File: config.mk
export PLATFORM = sky130hd
export DESIGN_NAME = noc_port_fifo
export DESIGN_NICKNAME = d
export VERILOG_FILES = /design/src/rtl/noc_pkg.sv /design/src/rtl/noc_port_fifo_mem.sv /design/src/rtl/noc_port_fifo.sv
export SDC_FILE = /design/constraint.sdc
export NUM_CORES = 1
export LEC_CHECK = 0
export ABC_AREA = 1
export CAP_MARGIN = 20
export CORE_ASPECT_RATIO = 1.5
export CORE_UTILIZATION = 30
export DETAILED_ROUTE_END_ITERATION = 7
export GPL_TIMING_DRIVEN = 0
export SYNTH_ARGS = -nofsm -noshare
export SYNTH_HDL_FRONTEND = slang
export SYNTH_SLANG_ARGS = --single-unit
File: constraint.sdc
create_clock -name clk -period 9.4 [get_ports clk]
set_input_delay 2.35 -clock clk [delete_from_list [all_inputs] [get_ports clk]]
set_output_delay 2.35 -clock clk [all_outputs]
set_load 0.05 [all_outputs]
File: src/rtl/noc_pkg.sv
// Shared NoC definitions used by the CPU, NoC and multisim server wrappers.
package noc_pkg;

    localparam int DATA_W         = 64;
    localparam int NOC_FIFO_DEPTH = 8;

    typedef logic [DATA_W-1:0] noc_data_t;

endpackage

File: src/rtl/noc_port_fifo_mem.sv
// Storage array for noc_port_fifo.
// Registered write port, asynchronous read port, and no reset.
module noc_port_fifo_mem
    import noc_pkg::*;
#(
    parameter int DEPTH = NOC_FIFO_DEPTH,
    parameter int AW    = $clog2(DEPTH)
) (
    input  logic          clk,
    input  logic          we,
    input  logic [AW-1:0] waddr,
    input  noc_data_t     wdata,
    input  logic [AW-1:0] raddr,
    output noc_data_t     rdata
);

    noc_data_t mem [DEPTH];

    // Write the accepted word into its slot.
    always_ff @(posedge clk) begin
        if (we) begin
            mem[waddr] <= wdata;
        end
    end

    assign rdata = mem[raddr];

endmodule

File: src/rtl/noc_port_fifo.sv
// Per-CPU ingress FIFO between the CPU data stream and a NoC input port.
// The flags are derived only from the wr/rd pointer pair.
// Optional statistics are enabled with NOC_PORT_FIFO_STATS_EN.
// They consist of xfer_count (number of pops) and stall_count (cycles where in_vld is held off).
module noc_port_fifo
    import noc_pkg::*;
#(
    parameter int  DEPTH = NOC_FIFO_DEPTH,
    localparam int AW    = $clog2(DEPTH)
) (
    input  logic          clk,
    input  logic          rst_n,
    input  logic          in_vld,
    input  noc_data_t     in_data,
    output logic          in_rdy,
    output logic          out_vld,
    output noc_data_t     out_data,
    input  logic          out_rdy,
    output logic [AW:0]   level
`ifdef NOC_PORT_FIFO_STATS_EN
    ,
    output logic [31:0]   xfer_count,
    output logic [31:0]   stall_count
`endif
);

    // The MSB of each pointer is the wrap bit.
    // Equal low bits therefore mean either empty or full, and the wrap bit tells them apart.
    logic [AW:0] wr_ptr;
    logic [AW:0] rd_ptr;
    logic        full;
    logic        empty;
    logic        push;
    logic        pop;

    assign empty   = (wr_ptr == rd_ptr);
    assign full    = (wr_ptr[AW-1:0] == rd_ptr[AW-1:0]) && (wr_ptr[AW] != rd_ptr[AW]);
    assign in_rdy  = !full;
    assign out_vld = !empty;
    assign push    = in_vld && in_rdy;
    assign pop     = out_vld && out_rdy;
    assign level   = wr_ptr - rd_ptr;

    noc_port_fifo_mem #(
        .DEPTH (DEPTH),
        .AW    (AW)
    ) u_mem (
        .clk   (clk),
        .we    (push),
        .waddr (wr_ptr[AW-1:0]),
        .wdata (in_data),
        .raddr (rd_ptr[AW-1:0]),
        .rdata (out_data)
    );

    // Advance the pointers on accepted handshakes.
    // Reset drops all stored words.
    always_ff @(posedge clk) begin
        if (!rst_n) begin
            wr_ptr <= '0;
            rd_ptr <= '0;
        end else begin
            if (push) begin
                wr_ptr <= wr_ptr + (AW+1)'(1);
            end
            if (pop) begin
                rd_ptr <= rd_ptr + (AW+1)'(1);
            end
        end
    end

`ifdef NOC_PORT_FIFO_STATS_EN
    // Count pops and back-pressured cycles; both counters wrap modulo 2^32.
    always_ff @(posedge clk) begin
        if (!rst_n) begin
            xfer_count  <= '0;
            stall_count <= '0;
        end else begin
            if (pop) begin
                xfer_count <= xfer_count + 32'd1;
            end
            if (in_vld && !in_rdy) begin
                stall_count <= stall_count + 32'd1;
            end
        end
    end
`endif

endmodule

==> results of run 1 <==
-- cell families (layout without fill, tap and decap cells) --
logic type,after synthesis,after routing,synth area share [%]
AOI/OAI and AO/OA,395,395,9.59
xor gates and xnor gates,4,4,0.170
adders and majority gates,6,6,0.400
buffers and inverters,113,374,2.73
DFF,523,523,75.6
other,0,1,0
and+or+nand+nor,627,627,11.5
-- power by group --
group          leakage (nW)  switching, mW  internal [mW]  total (mW)
Combinational          3.00          0.968          0.411        1.38
Clock                 0.755          0.843           1.09        1.93
Sequential             4.74         0.0183           2.62        2.64
-- final cells by class --
class                      instances  area, µm²
antenna                            1       2.50
inverter                          15       56.3
multi-input combinational       1032       4520
buffer                            98        507
tap                              892       1120
clock inverter                    28        256
clock buffer                      62       1290
sequential                       523      15600
fill                            6457      42700
timing repair buffer             171       1880
-- per-layer routing --
layer | share of wire [%] | vias up
li1 | - | 6334
met1 | 39 | 6458
met2 | 52 | 417
met3 | 6.4 | 102
met4 | 2.8 | 14
met5 | 0.17 | -
-- stage by stage --
stage               util (%)  total power [mW]  area [µm²]  hold WS [ns]
floorplan                  -              3.54       20600         0.483
global placement        34.0              4.06       23100         0.503
detailed placement      34.8              4.08       23700         0.510
CTS                     37.1              6.00       25200         0.518
global route            37.1              6.17       25200         0.548
finish                  37.1              5.95       25200         0.519
-- cells in the final DEF (no fill, tap or decap), types with 3 or more instances in the layout --
cell | netlist | layout
buf_4 | 7 | 7
clkinv_2 | 0 | 6
a21oi_1 | 6 | 6
clkinv_1 | 0 | 13
buf_1 | 6 | 6
o21ai_0 | 258 | 258
clkbuf_1 | 55 | 66
bufinv_16 | 0 | 4
edfxtp_1 | 512 | 512
nor2_1 | 400 | 395
xor2_1 | 3 | 3
ha_1 | 5 | 5
buf_12 | 1 | 10
clkbuf_16 | 0 | 49
nor3_2 | 0 | 3
inv_1 | 13 | 13
nand3_1 | 6 | 6
dfxtp_1 | 11 | 11
clkdlybuf4s50_1 | 0 | 137
nor2_4 | 0 | 5
buf_8 | 1 | 4
o21ai_1 | 131 | 131
nand2_1 | 216 | 216
buf_6 | 8 | 28
buf_2 | 20 | 20
-- worst max-delay path by stage --
stage / from / to / slack (ns) / cells past startpoint
2_1_floorplan: in_vld / u_mem.mem[1][0]$_DFFE_PP_ / 1.94 / 2
3_3_place_gp: in_vld / u_mem.mem[3][38]$_DFFE_PP_ / -3.09 / 3
3_5_place_dp: flip-flop / out_data[28] / 4.05 / 7
4_1_cts: flip-flop / out_data[13] / 3.44 / 7
5_1_grt: flip-flop / out_data[13] / 3.28 / 7
6_report: flip-flop / out_data[4] / 3.43 / 7
-- worst register-to-register path: cells and delay by family, from the launching register on --
kind	cells	cell delay [ns]
adder cells (fa/ha/maj)	1	0.30
buffers and inverters	6	1.05
flip-flops	1	0.47
AND/OR/NAND/NOR	5	1.32
-- state kept, by name, indices dropped and copies added, names as in the netlist, named ones only --
register   cells
rd_ptr         4
wr_ptr         4
u_mem.mem    512
-- cells in the mapped netlist (all sizes together) --
master	number
nand3	6
xor2	3
nor3	3
clkbuf	55
edfxtp	512
buf	43
a21oi	6
inv	15
nor2	400
nand2	216
ha	5
dfxtp	11
fa	1
nand4	2
xnor2	1
o21ai	389
==> metrics.yaml, run 1 <==
status: "completed"
drc: 0
setup_viol: 0
cap_violations: 0
dp_cells: 2731
min_path_cells: 2
io_buffers: 137
power.leakage_nw: 8.49
wl_per_cell_um: 19.6
cts_setup_buffers: 0
worst_path_largest_cell_delay_ns: 0.84
r2r-end: "u_mem.mem[1][37]$_DFFE_PP_"
critical_path.cell_chain: "clkbuf_1, clkbuf_1, o21ai_0, o21ai_1, nand2_1, nand2_1, clkdlybuf4s50_1"
slew-limit-headroom_pct: 34.3
ctsHoldBuffers: 0
dp_hpwl_um: 37200
fmax_mhz: 168
nets: 1964
post_drt_via_cell_ratio: 4.72
syn_nets: 1742
rrSetupSlack_ns: 5.97
min_period_ns: 5.97
clock_path_buffers: 3
netlist.area_leader.share_pct: 74.6
r2r-start: "rd_ptr[1]$_SDFFE_PN0P_"
totalWireLength_um: 55400
rsz0062_at_grt: "false"
worstMarginPinSlew_ns: 0.986
antenna_found_initial: 8
grt_pass1_wl_um: 82200
layout_setup_ws_ns: 3.43
worst-path-buf-inv: 3
cts_resized: 0
io_pins: 138
grtUsageTotal_pct: 15.6
clk_pin_slew_ns: 0.06
dr.pass1.iters: 5
cts_tree: "done"
critical_path_peak_fanout: 10
die_y_um: 323
met3_usage_pct: 3.13
cts-root-buf: "clkbuf_16"
yosysSeqAreaShare_pct: 75.6
grt_pass1_vias: 13522
gp_congestion: 0.751
synth_area_um2: 20600
use_met1_pct: 18.3
reg2regPathDepth: 12
min_to: "wr_ptr[3]$_SDFFE_PN0P_"
final_cells: 2822
clk_latency_ns: 0.59
vdd_ir_drop_max_mv: 0.132
rows: 117
clkSinkCount: 523
fin_tns_setup_ns: 0
grt_max_degree: 28
synth_area_leaders: "edfxtp_1, nor2_1, o21ai_0"
die_w_um: 216
use_met2_pct: 28.2
overflow: 0
timing.final.crit_share_pct: 63.5
arrival_ns: 3.62
cp.required_ns: 7.05
min_from: "wr_ptr[3]$_SDFFE_PN0P_"
crit_path_top_delay_cell: "clkdlybuf4s50_1"
power.density_nw_per_um2: 236
vias: 13325
ant_nets: 0
report.final.slew_viol_count: 0
min_path_type: "flip-flop to flip-flop"
end_kind: "output port"
yosysWarnings: 0
fp.coreArea_um2: 67900
start_util_pct: 30.4
syn_area_per_cell_um2: 12.4
critPathTopFamily: "buffers and inverters"
synth-seq-cells: 523
cts_buffers: 49
dieArea_um2: 69800
final_hold_viol_count: 0
ys_types: 23
place_ws_ns: 4.05
worst_setup_path_start_kind: "flip-flop"
layout-drive-gt1-share_pct: 7.62
top_usage_layer: "met2"
htreeDepth: 2
crit_type: "flip-flop to output port"
finClkSkew_ns: 0.0243
synth_top_area_cell: "edfxtp_1"
synthCells: 1668
syn2layout_area_growth_pct: 22.3
drt_iter0_markers: 1047
No activity file was read; power rests on OpenSTA's default activity.
==> inputs of run 2 (changes only) <==
==> constraint.sdc (replaced) <==
create_clock -name clk -period 5.9 [get_ports clk]
set_input_delay 1.475 -clock clk [delete_from_list [all_inputs] [get_ports clk]]
set_output_delay 1.475 -clock clk [all_outputs]
set_load 0.05 [all_outputs]
==> results of run 2 <==
Same layout as run 1 (identical final DEF). Status: completed.
Among the figures that moved: setup slack after placement 4.05 ns -> 1.43 ns; setup slack after layout 3.43 ns -> 0.808 ns; register-to-register setup slack 5.97 ns -> 2.47 ns; total power 5.95 mW -> 9.47 mW; worst IR drop on VDD 0.132 mV -> 0.210 mV
==> inputs of run 3 (changes only) <==
--- a/config.mk
+++ b/config.mk
@@ -11,6 +11,7 @@
 export CORE_UTILIZATION = 30
 export DETAILED_ROUTE_END_ITERATION = 7
 export GPL_TIMING_DRIVEN = 0
+export SKIP_LAST_GASP = 1
 export SYNTH_ARGS = -nofsm -noshare
 export SYNTH_HDL_FRONTEND = slang
 export SYNTH_SLANG_ARGS = --single-unit
==> results of run 3 <==
Same layout as run 1 (identical final DEF). Status: completed.
Among the figures that moved: setup slack after placement 4.05 ns -> 1.43 ns; setup slack after layout 3.43 ns -> 0.808 ns; register-to-register setup slack 5.97 ns -> 2.47 ns; total power 5.95 mW -> 9.47 mW; worst IR drop on VDD 0.132 mV -> 0.210 mV
